--- config.mk ---
export PLATFORM = sky130hd
export DESIGN_NAME = gpu_wb_master
export DESIGN_NICKNAME = d
export VERILOG_FILES = /design/src/rtl/gpu_wb_master.sv
export SDC_FILE = /design/constraint.sdc
export NUM_CORES = 1
export LEC_CHECK = 0
export ABC_CLOCK_PERIOD_IN_PS = 2850
export BUFFER_PORTS_ARGS = -buffer_cell sky130_fd_sc_hd__buf_2
export CAP_MARGIN = 20
export CORE_ASPECT_RATIO = 1.25
export CORE_MARGIN = 1
export CORE_UTILIZATION = 48
export CTS_CLUSTER_SIZE = 25
export DETAILED_ROUTE_END_ITERATION = 16
export HOLD_SLACK_MARGIN = 0.08
export PLACE_DENSITY = 0.72
export SYNTH_ARGS = -nofsm -noshare
export SYNTH_HDL_FRONTEND = slang
export SYNTH_SLANG_ARGS = --single-unit
--- constraint.sdc ---
create_clock -name wb_clk_i -period 2.85 [get_ports wb_clk_i]
set_input_delay 0.1425 -clock wb_clk_i [delete_from_list [all_inputs] [get_ports wb_clk_i]]
set_output_delay 0.1425 -clock wb_clk_i [all_outputs]
set_load 0.05 [all_outputs]
--- src/rtl/gpu_wb_master.sv ---
// Wishbone classic single-transfer initiator: queues host requests and issues them one at a time.
// Latency: request into empty FIFO -> cyc/stb next edge; ack at edge M -> rsp_valid_o pulse in cycle after M.
// Backpressure: req_ready_o drops when the request FIFO is full; responses are not backpressured.
// Optional bus watchdog: define GPU_WBM_TIMEOUT_EN to abort a transfer after TIMEOUT_CYCLES unacked BUS cycles.

module gpu_wb_master #(
  parameter int FIFO_DEPTH     = 4,
  parameter int TIMEOUT_CYCLES = 255
) (
  input  logic        wb_clk_i,
  input  logic        wb_rst_i,
  // host request side
  input  logic        req_valid_i,
  output logic        req_ready_o,
  input  logic        req_we_i,
  input  logic [29:0] req_adr_i,
  input  logic [31:0] req_dat_i,
  input  logic [3:0]  req_sel_i,
  // host response side
  output logic        rsp_valid_o,
  output logic [31:0] rsp_dat_o,
  output logic        rsp_err_o,
  output logic        busy_o,
  // Wishbone initiator port
  output logic        wbm_cyc_o,
  output logic        wbm_stb_o,
  output logic        wbm_we_o,
  output logic [3:0]  wbm_sel_o,
  output logic [29:0] wbm_adr_o,
  output logic [31:0] wbm_dat_o,
  input  logic        wbm_ack_i,
  input  logic [31:0] wbm_dat_i
);

  localparam int AW = $clog2(FIFO_DEPTH);

  // One queued request, kept as a single packed word in the FIFO.
  typedef struct packed {
    logic        we;
    logic [3:0]  sel;
    logic [29:0] adr;
    logic [31:0] dat;
  } wbm_req_t;

  typedef enum logic {
    ST_IDLE = 1'b0,
    ST_BUS  = 1'b1
  } state_t;

  // Illegal parameter combinations leave this marker block in the elaborated hierarchy.
  if (FIFO_DEPTH < 2 || (FIFO_DEPTH & (FIFO_DEPTH - 1)) != 0 ||
      TIMEOUT_CYCLES < 1 || TIMEOUT_CYCLES > 65535) begin : g_bad_params
  end

  // ---------------------------------------------------------------------------
  // Request FIFO: pointers carry one extra wrap bit so full and empty differ.
  // ---------------------------------------------------------------------------
  wbm_req_t        fifo_mem [FIFO_DEPTH];
  logic [AW:0]     wr_ptr;
  logic [AW:0]     rd_ptr;
  logic            fifo_empty;
  logic            fifo_full;
  logic            fifo_push;
  logic            fifo_pop;
  wbm_req_t        push_req;
  wbm_req_t        head_req;
  state_t          state;

  assign fifo_empty = (wr_ptr == rd_ptr);
  assign fifo_full  = (wr_ptr[AW] != rd_ptr[AW]) &&
                      (wr_ptr[AW-1:0] == rd_ptr[AW-1:0]);

  // Readiness depends only on occupancy; a pop in the same cycle does not open a slot early.
  assign req_ready_o = !fifo_full;
  assign fifo_push   = req_valid_i && !fifo_full;
  assign fifo_pop    = (state == ST_IDLE) && !fifo_empty;

  assign push_req.we  = req_we_i;
  assign push_req.sel = req_sel_i;
  assign push_req.adr = req_adr_i;
  assign push_req.dat = req_dat_i;

  assign head_req = fifo_mem[rd_ptr[AW-1:0]];

  // Storage is write-only from the host side; contents are meaningless once pointers reset.
  always_ff @(posedge wb_clk_i) begin
    if (fifo_push) begin
      fifo_mem[wr_ptr[AW-1:0]] <= push_req;
    end
  end

  // Tail and head pointers advance independently; simultaneous push and pop keep occupancy.
  always_ff @(posedge wb_clk_i) begin
    if (wb_rst_i) begin
      wr_ptr <= '0;
      rd_ptr <= '0;
    end else begin
      if (fifo_push) wr_ptr <= wr_ptr + (AW+1)'(1);
      if (fifo_pop)  rd_ptr <= rd_ptr + (AW+1)'(1);
    end
  end

  // ---------------------------------------------------------------------------
  // Bus FSM with registered Wishbone and response outputs.
  // ---------------------------------------------------------------------------
  logic        cyc_q;
  logic        we_q;
  logic [3:0]  sel_q;
  logic [29:0] adr_q;
  logic [31:0] dat_q;
  logic        rsp_valid_q;
  logic [31:0] rsp_dat_q;

`ifdef GPU_WBM_TIMEOUT_EN
  localparam logic [15:0] TO_LAST = 16'(TIMEOUT_CYCLES - 1);
  logic [15:0] to_cnt;
  logic        rsp_err_q;
`endif

  // IDLE pops one request and starts a cycle; BUS holds outputs until ack (or watchdog expiry).
  always_ff @(posedge wb_clk_i) begin
    if (wb_rst_i) begin
      state       <= ST_IDLE;
      cyc_q       <= 1'b0;
      we_q        <= 1'b0;
      sel_q       <= '0;
      adr_q       <= '0;
      dat_q       <= '0;
      rsp_valid_q <= 1'b0;
      rsp_dat_q   <= '0;
`ifdef GPU_WBM_TIMEOUT_EN
      to_cnt      <= '0;
      rsp_err_q   <= 1'b0;
`endif
    end else begin
      rsp_valid_q <= 1'b0;
`ifdef GPU_WBM_TIMEOUT_EN
      rsp_err_q   <= 1'b0;
`endif
      case (state)
        ST_IDLE: begin
          // A stray ack while idle is simply not looked at.
          if (!fifo_empty) begin
            we_q  <= head_req.we;
            sel_q <= head_req.sel;
            adr_q <= head_req.adr;
            dat_q <= head_req.dat;
            cyc_q <= 1'b1;
            state <= ST_BUS;
`ifdef GPU_WBM_TIMEOUT_EN
            to_cnt <= '0;
`endif
          end
        end
        ST_BUS: begin
          if (wbm_ack_i) begin
            // Ack wins even on the cycle the watchdog would have fired.
            cyc_q       <= 1'b0;
            rsp_valid_q <= 1'b1;
            rsp_dat_q   <= we_q ? 32'h0 : wbm_dat_i;
            state       <= ST_IDLE;
          end
`ifdef GPU_WBM_TIMEOUT_EN
          else if (to_cnt == TO_LAST) begin
            // Counter hitting the limit means TIMEOUT_CYCLES unacked BUS cycles have elapsed.
            cyc_q       <= 1'b0;
            rsp_valid_q <= 1'b1;
            rsp_dat_q   <= 32'h0;
            rsp_err_q   <= 1'b1;
            state       <= ST_IDLE;
          end else begin
            to_cnt <= to_cnt + 16'd1;
          end
`endif
        end
        default: begin
          state <= ST_IDLE;
          cyc_q <= 1'b0;
        end
      endcase
    end
  end

  assign wbm_cyc_o   = cyc_q;
  assign wbm_stb_o   = cyc_q;
  assign wbm_we_o    = we_q;
  assign wbm_sel_o   = sel_q;
  assign wbm_adr_o   = adr_q;
  assign wbm_dat_o   = dat_q;
  assign rsp_valid_o = rsp_valid_q;
  assign rsp_dat_o   = rsp_dat_q;
  assign busy_o      = !fifo_empty || (state == ST_BUS);

`ifdef GPU_WBM_TIMEOUT_EN
  assign rsp_err_o = rsp_err_q;
`else
  assign rsp_err_o = 1'b0;
`endif

endmodule

==> results.yml, run 1 <==
run_status:
  status: "complete, no violations"
power:
  seqPwrFrac_pct: 41.3
  vdd_ir_drop_max_uv: 757.4
  switching_power_mw: 6.088
  internal_power_mw: 11.31
  leakage_nw: 6.697
  power_density_nw_per_um2: 998.0
  power_frac_clock_pct: 25.4
  swShare_pct: 35.00
  combPwrFrac_pct: 33.3
  finalPower_mw: 17.40
detailed_routing:
  drc_errors: 0
  firstDrtPassIters: 4
  drt-total-wl_um: 27700
  drtAntennaViolNets: 0
  drtIter0Drc: 606
  vias_per_cell: 5.282
  vias: 7786
  wl_per_cell_um: 18.79
layout:
  multiInputGateArea_um2: 3349
  final_cell_mix: "edfxtp_1 (268), buf_2 (206), nand2_1 (139), dfxtp_1 (106), dlygate4sd3_1 (102)"
  fillers: 2011
  final_layout_size_suffix_gt1_share_pct: 31.04
  final_common_cell: "edfxtp_1"
  regArea_um2: 10220
  area_delta_synth_final_pct: 25.80
  fin_util_pct: 61.37
  nNetsFinal: 1200
sta:
  max_freq_mhz: 457.0
  min_period_over_period_pct: 76.79
  worst-slew-pin-transition_ps: 1018
  slew_viol_final: 0
  totalNegativeSetupSlack_ps: 0
  clock_skew_ps: 16.65
  slew_headroom_pct: 32.14
  period_needed_ps: 2188
  finalHoldViolations: 0
  setup_viol: 0
  fin_hold_ws_ps: 149.5
  rsz0062_at_grt: "no"
die:
  die_w_um: 154.0
  initial_utilization_pct: 48.78
  rows: 69
  core_area_um2: 28400
  io_pins: 208
  dieHeight_um: 192.0
  dieArea_um2: 29550
cts:
  post_cts_buffers: 0
  clkLatencyLatePin_ps: 510
  cts_resized: 0
  tritoncts: "done"
  ctsHoldBuffers: 102
  htreeDepth: 2
  numCtsBuffers: 35
  cts_root_buffer: "clkbuf_16"
  clkTransAtPathRegs_ps: 60
  cts_num_sinks: 376
  clockBufferDepth: 3
grt:
  antenna_found_initial: 1
  grt_pass1_wl_um: 42730
  grt_max_degree: 70
  globalRouteOverflowTotal: 0
  grt.total_usage_pct: 18.87
  grt_pass1_vias: 7831
min_path:
  holdPathStages: 3
  hold_class: "input port to flop"
critical_path:
  startpoint_type: "flop"
  crit_type: "flop to flop"
  worstPathArrival_ps: 2380
  crit_fanout: 32
  cp_data_required_time_ps: 3040
  cp-end-kind: "flop"
  ff2ff_path_depth: 4
yosys:
  synthXorXnorAreaFrac_pct: 0.3793
  synth_edf_count: 268
  synth_top_family_by_area: "multiplexers"
  ys.flop_type: "edfxtp_1"
  synthSimpleGateAreaFrac_pct: 4.443
  ys_seq_area_share_pct: 73.69
  syn_nets: 886
  synthCells: 778
  postSynthAreaPerCell_um2: 17.81
  async_flop_share_pct: 0
  yosys.area_share.adder_pct: 0.4515
  ys.warnings.count: 0
  synth_mux_area_share_pct: 16.04
  netlist_area_um2: 13860
  synth-compound-area-share_pct: 2.637
  ys_ff_latch: 376
  synth_cell_types: 36
placed_design:
  finalWeightedCongestion: 0.6819
  portBuffers: 206
  place_hpwl_um: 16700
flow_run:
  cap_violations: 0
## power groups by stage
stage / Clock (mW) / Sequential, mW / Combinational, mW
final: 4.43 / 7.18 / 5.79
after floorplan: 0 / 9.08 / 2.75
after global routing: 4.69 / 7.28 / 6.14
after CTS: 4.51 / 7.20 / 5.86
after global placement: 0 / 7.26 / 5.68
after detailed placement: 0 / 7.31 / 5.74
## cell families after synthesis
logic type / Yosys count
compound gates: 43
xor+xnor: 6
fa+ha+maj: 5
buf+inv: 54
flops: 376
mux: 138
other cells: 1
simple gates: 155
## per-layer routing
metal  GRT usage [%]  wire length [um]
met2           33.50             14410
met4           5.769               550
met1           23.89             11400
met5               0                 0
met3           2.911              1335
## worst paths after layout
check           startpoint         endpoint  slack [ps]
max              rd_ptr[0]  fifo_mem[1][32]         660
min               wb_rst_i        wr_ptr[0]         150
max reg2reg      rd_ptr[0]  fifo_mem[1][32]         660
min reg2reg  wbm_dat_o[27]    wbm_dat_o[27]         450
## worst max-delay path: stages (launching register included)
cell and delay (ps):
dfxtp_4 570, xor2_1 300, o31a_1 320, and2_4 400, buf_12 270
## metrics by stage
step                instance area (um^2)  instances  worst slack [ps]
finish                             17430       1474             661.6
floorplan                          13860        778             579.4
CTS                                17430       1473             617.6
detailed placement                 15320       1308             623.1
global placement                   15320       1308             664.4
global route                       17430       1474             519.4
## synth_stat cells (2+ instances only)
library cell,n,area share (%)
mux4_2,67,11
buf_4,7,0.38
buf_1,3,0.081
a22o_1,32,2.0
dfxtp_1,108,16
clkbuf_1,23,0.62
mux2i_1,69,5.0
nand2_1,139,3.8
mux2_2,2,0.16
nand3_1,2,0.072
inv_1,6,0.16
ha_1,5,0.45
and2_1,5,0.23
xor2_1,3,0.19
buf_2,9,0.33
edfxtp_1,268,58
buf_12,4,0.58
nor2_1,4,0.11
xnor2_1,3,0.19
o311ai_0,2,0.13
o31ai_1,2,0.11
## state kept, by name, summed over array words and instances (netlist names)
| register | count |
|---|---|
| state | 1 |
| wr_ptr | 3 |
| rsp_dat_o | 32 |
| wbm_cyc_o | 1 |
| wbm_we_o | 1 |
| rsp_valid_o | 1 |
| wbm_dat_o | 32 |
| wbm_sel_o | 4 |
| rd_ptr | 3 |
| fifo_mem | 268 |
| wbm_adr_o | 30 |
## cell type report
cell class / instances / area share [%]
Timing Repair Buffer: 325 / 13.22
Antenna cell: 1 / 0.01436
Multi-Input combinational cell: 348 / 19.22
Inverter: 6 / 0.1436
Sequential cell: 376 / 58.62
Tap cell: 355 / 2.548
Clock buffer: 52 / 5.807
Clock inverter: 11 / 0.4307
(Power assumes the default switching activity.)
==> run 2: changes to the inputs <==
- ABC_CLOCK_PERIOD_IN_PS: 2850 -> 1900
- clock period: 2.85 -> 1.9 ns (I/O delays scaled with it)
==> results.yml, run 2 (synthesized netlist as in run 1, its figures left out) <==
placed_design:
  portBuffers: 206
  place_hpwl_um: 16900
  placed_cells: 1321
  dpl_cell_area_um2: 15550
  finalWeightedCongestion: 0.7589
die:
  dieHeight_um: 192.0
  rows: 69
  io_pins: 208
  die_w_um: 154.0
  core_area_um2: 28400
  initial_utilization_pct: 48.78
  dieArea_um2: 29550
min_path:
  hp-start: "req_adr_i[6]"
  hold_class: "input port to flop"
  hold_end: "fifo_mem[2][38]"
  holdPathStages: 2
critical_path:
  r2r-end: "fifo_mem[2][21]"
  slowest_delay_ps: 500
  worstPathArrival_ps: 1850
  timing.rr.start: "rd_ptr[2]"
  startpoint_type: "flop"
  cp_data_required_time_ps: 1800
  crit_type: "flop to output port"
  reg2reg_setup_slack_ps: 80
  cp-end-kind: "output port"
  critPathSlowestCell: "or4_4"
  critical_path.cell_chain: "xor2_2 > buf_4 > or4_4 > buf_12"
  crit_fanout: 4
  ff2ff_path_depth: 4
layout:
  area_delta_synth_final_pct: 28.75
  nNetsFinal: 1221
  largest_reg_flops: 268
  stdcell_count: 1495
  fin_area_um2: 17840
  final_common_cell: "edfxtp_1"
  final_cell_mix: "edfxtp_1 (268), buf_2 (205), nand2_1 (139), dlygate4sd3_1 (103), dfxtp_1 (102)"
  fin_util_pct: 62.81
  final_layout_size_suffix_gt1_share_pct: 33.80
  fillers: 2008
power:
  power_density_nw_per_um2: 1512
  leakage_nw: 6.894
  vdd_ir_drop_max_uv: 851.6
sta:
  min_period_over_period_pct: 102.2
  max_freq_mhz: 515.1
  rsz0062_at_grt: "yes"
  slew_viol_final: 0
  finalHoldViolations: 0
  worst-slew-pin-transition_ps: 601.2
  totalNegativeSetupSlack_ps: -41.50
  fin_hold_ws_ps: 326.9
  slew_headroom_pct: 59.92
  setup_viol: 1
  clock_skew_ps: 14.28
  setup_slack_ps: -41.50
  period_needed_ps: 1941
detailed_routing:
  firstDrtPassIters: 5
  drc_errors: 0
  wl_per_cell_um: 19.08
  vias_per_cell: 5.256
  drtIter0Drc: 560
  drtAntennaViolNets: 0
  drt-total-wl_um: 28520
  vias: 7858
run_status:
  status: "finished, violations left"
  violations: "setup timing"
cts:
  tritoncts: "done"
  cts_root_buffer: "clkbuf_16"
  cts_num_sinks: 376
  htreeDepth: 2
  clkTransAtPathRegs_ps: 70
  numCtsBuffers: 36
  clkLatencyLatePin_ps: 530
  clockBufferDepth: 3
grt:
  grt.total_usage_pct: 19.40
  grt_pass1_wl_um: 43480
  antenna_found_initial: 1
  globalRouteOverflowTotal: 0
  grt_pass1_vias: 7893
  grt_max_degree: 42
flow_run:
  cap_violations: 0
## run 2: timing repair
item,in CTS,in global routing
hold buffers,103,0
endpoints found under the hold margin,308,0
resized for setup,8,4
buffers inserted,3,3
pin swaps,2,3
endpoints found under the setup margin,1,63
## run 2: where the power goes
part / internal, mW / leakage (nW) / total, mW / switching [mW]
combinational: 3.34 / 2.97 / 9.19 / 5.86
clock: 4.15 / 0.571 / 7.03 / 2.89
sequential: 10.1 / 3.35 / 10.7 / 0.618
total: 17.6 / 6.89 / 27.0 / 9.36
## run 2: worst max path at each step
stage / startpoint / end / slack, ps / cells past startpoint
finish: rd_ptr[1] / busy_o / -40 / 4
global route: wr_ptr[1] / busy_o / -70 / 4
CTS: wr_ptr[0] / busy_o / -70 / 4
detailed placement: rd_ptr[2] / fifo_mem[2][11] / 50 / 4
global placement: rd_ptr[2] / fifo_mem[2][48] / 60 / 4
floorplan: rd_ptr[1] / fifo_mem[0][0] / 9 / 4
## run 2: routing by layer
metal,GRT usage [%],wire [um],vias to the layer above
li1,-,-,3636
met1,24.22,11540,3939
met2,34.00,14810,244
met3,3.633,1564,39
met4,6.615,613,0
met5,0,0,-
## run 2: layout make-up
| type | count | area [um^2] | share of cell area, % |
|---|---|---|---|
| antenna | 1 | 2.502 | 0.01403 |
| clock buffer | 49 | 1011 | 5.667 |
| clock inverter | 15 | 156.4 | 0.8767 |
| inverter | 6 | 25.02 | 0.1403 |
| multi-input combinational | 348 | 3391 | 19.01 |
| sequential | 376 | 10220 | 57.32 |
| tap | 355 | 444.2 | 2.490 |
| timing repair buffer | 345 | 2585 | 14.49 |
## run 2: metrics by stage
| stage | worst slack, ps | total power, mW |
|---|---|---|
| final | -41.50 | 26.97 |
| after global routing | -73.42 | 28.06 |
| after CTS | -72.68 | 27.16 |
| after detailed placement | 50.70 | 19.78 |
| after global placement | 62.43 | 19.67 |
| after floorplan | 8.796 | 17.75 |
## run 2: worst max-delay path: cells and delay by family (launching register included)
kind                      cells  cell delay [ps]
buffers and inverters         2              310
xor gates and xnor gates      1              150
and+or+nand+nor               1              500
DFF                           1              360
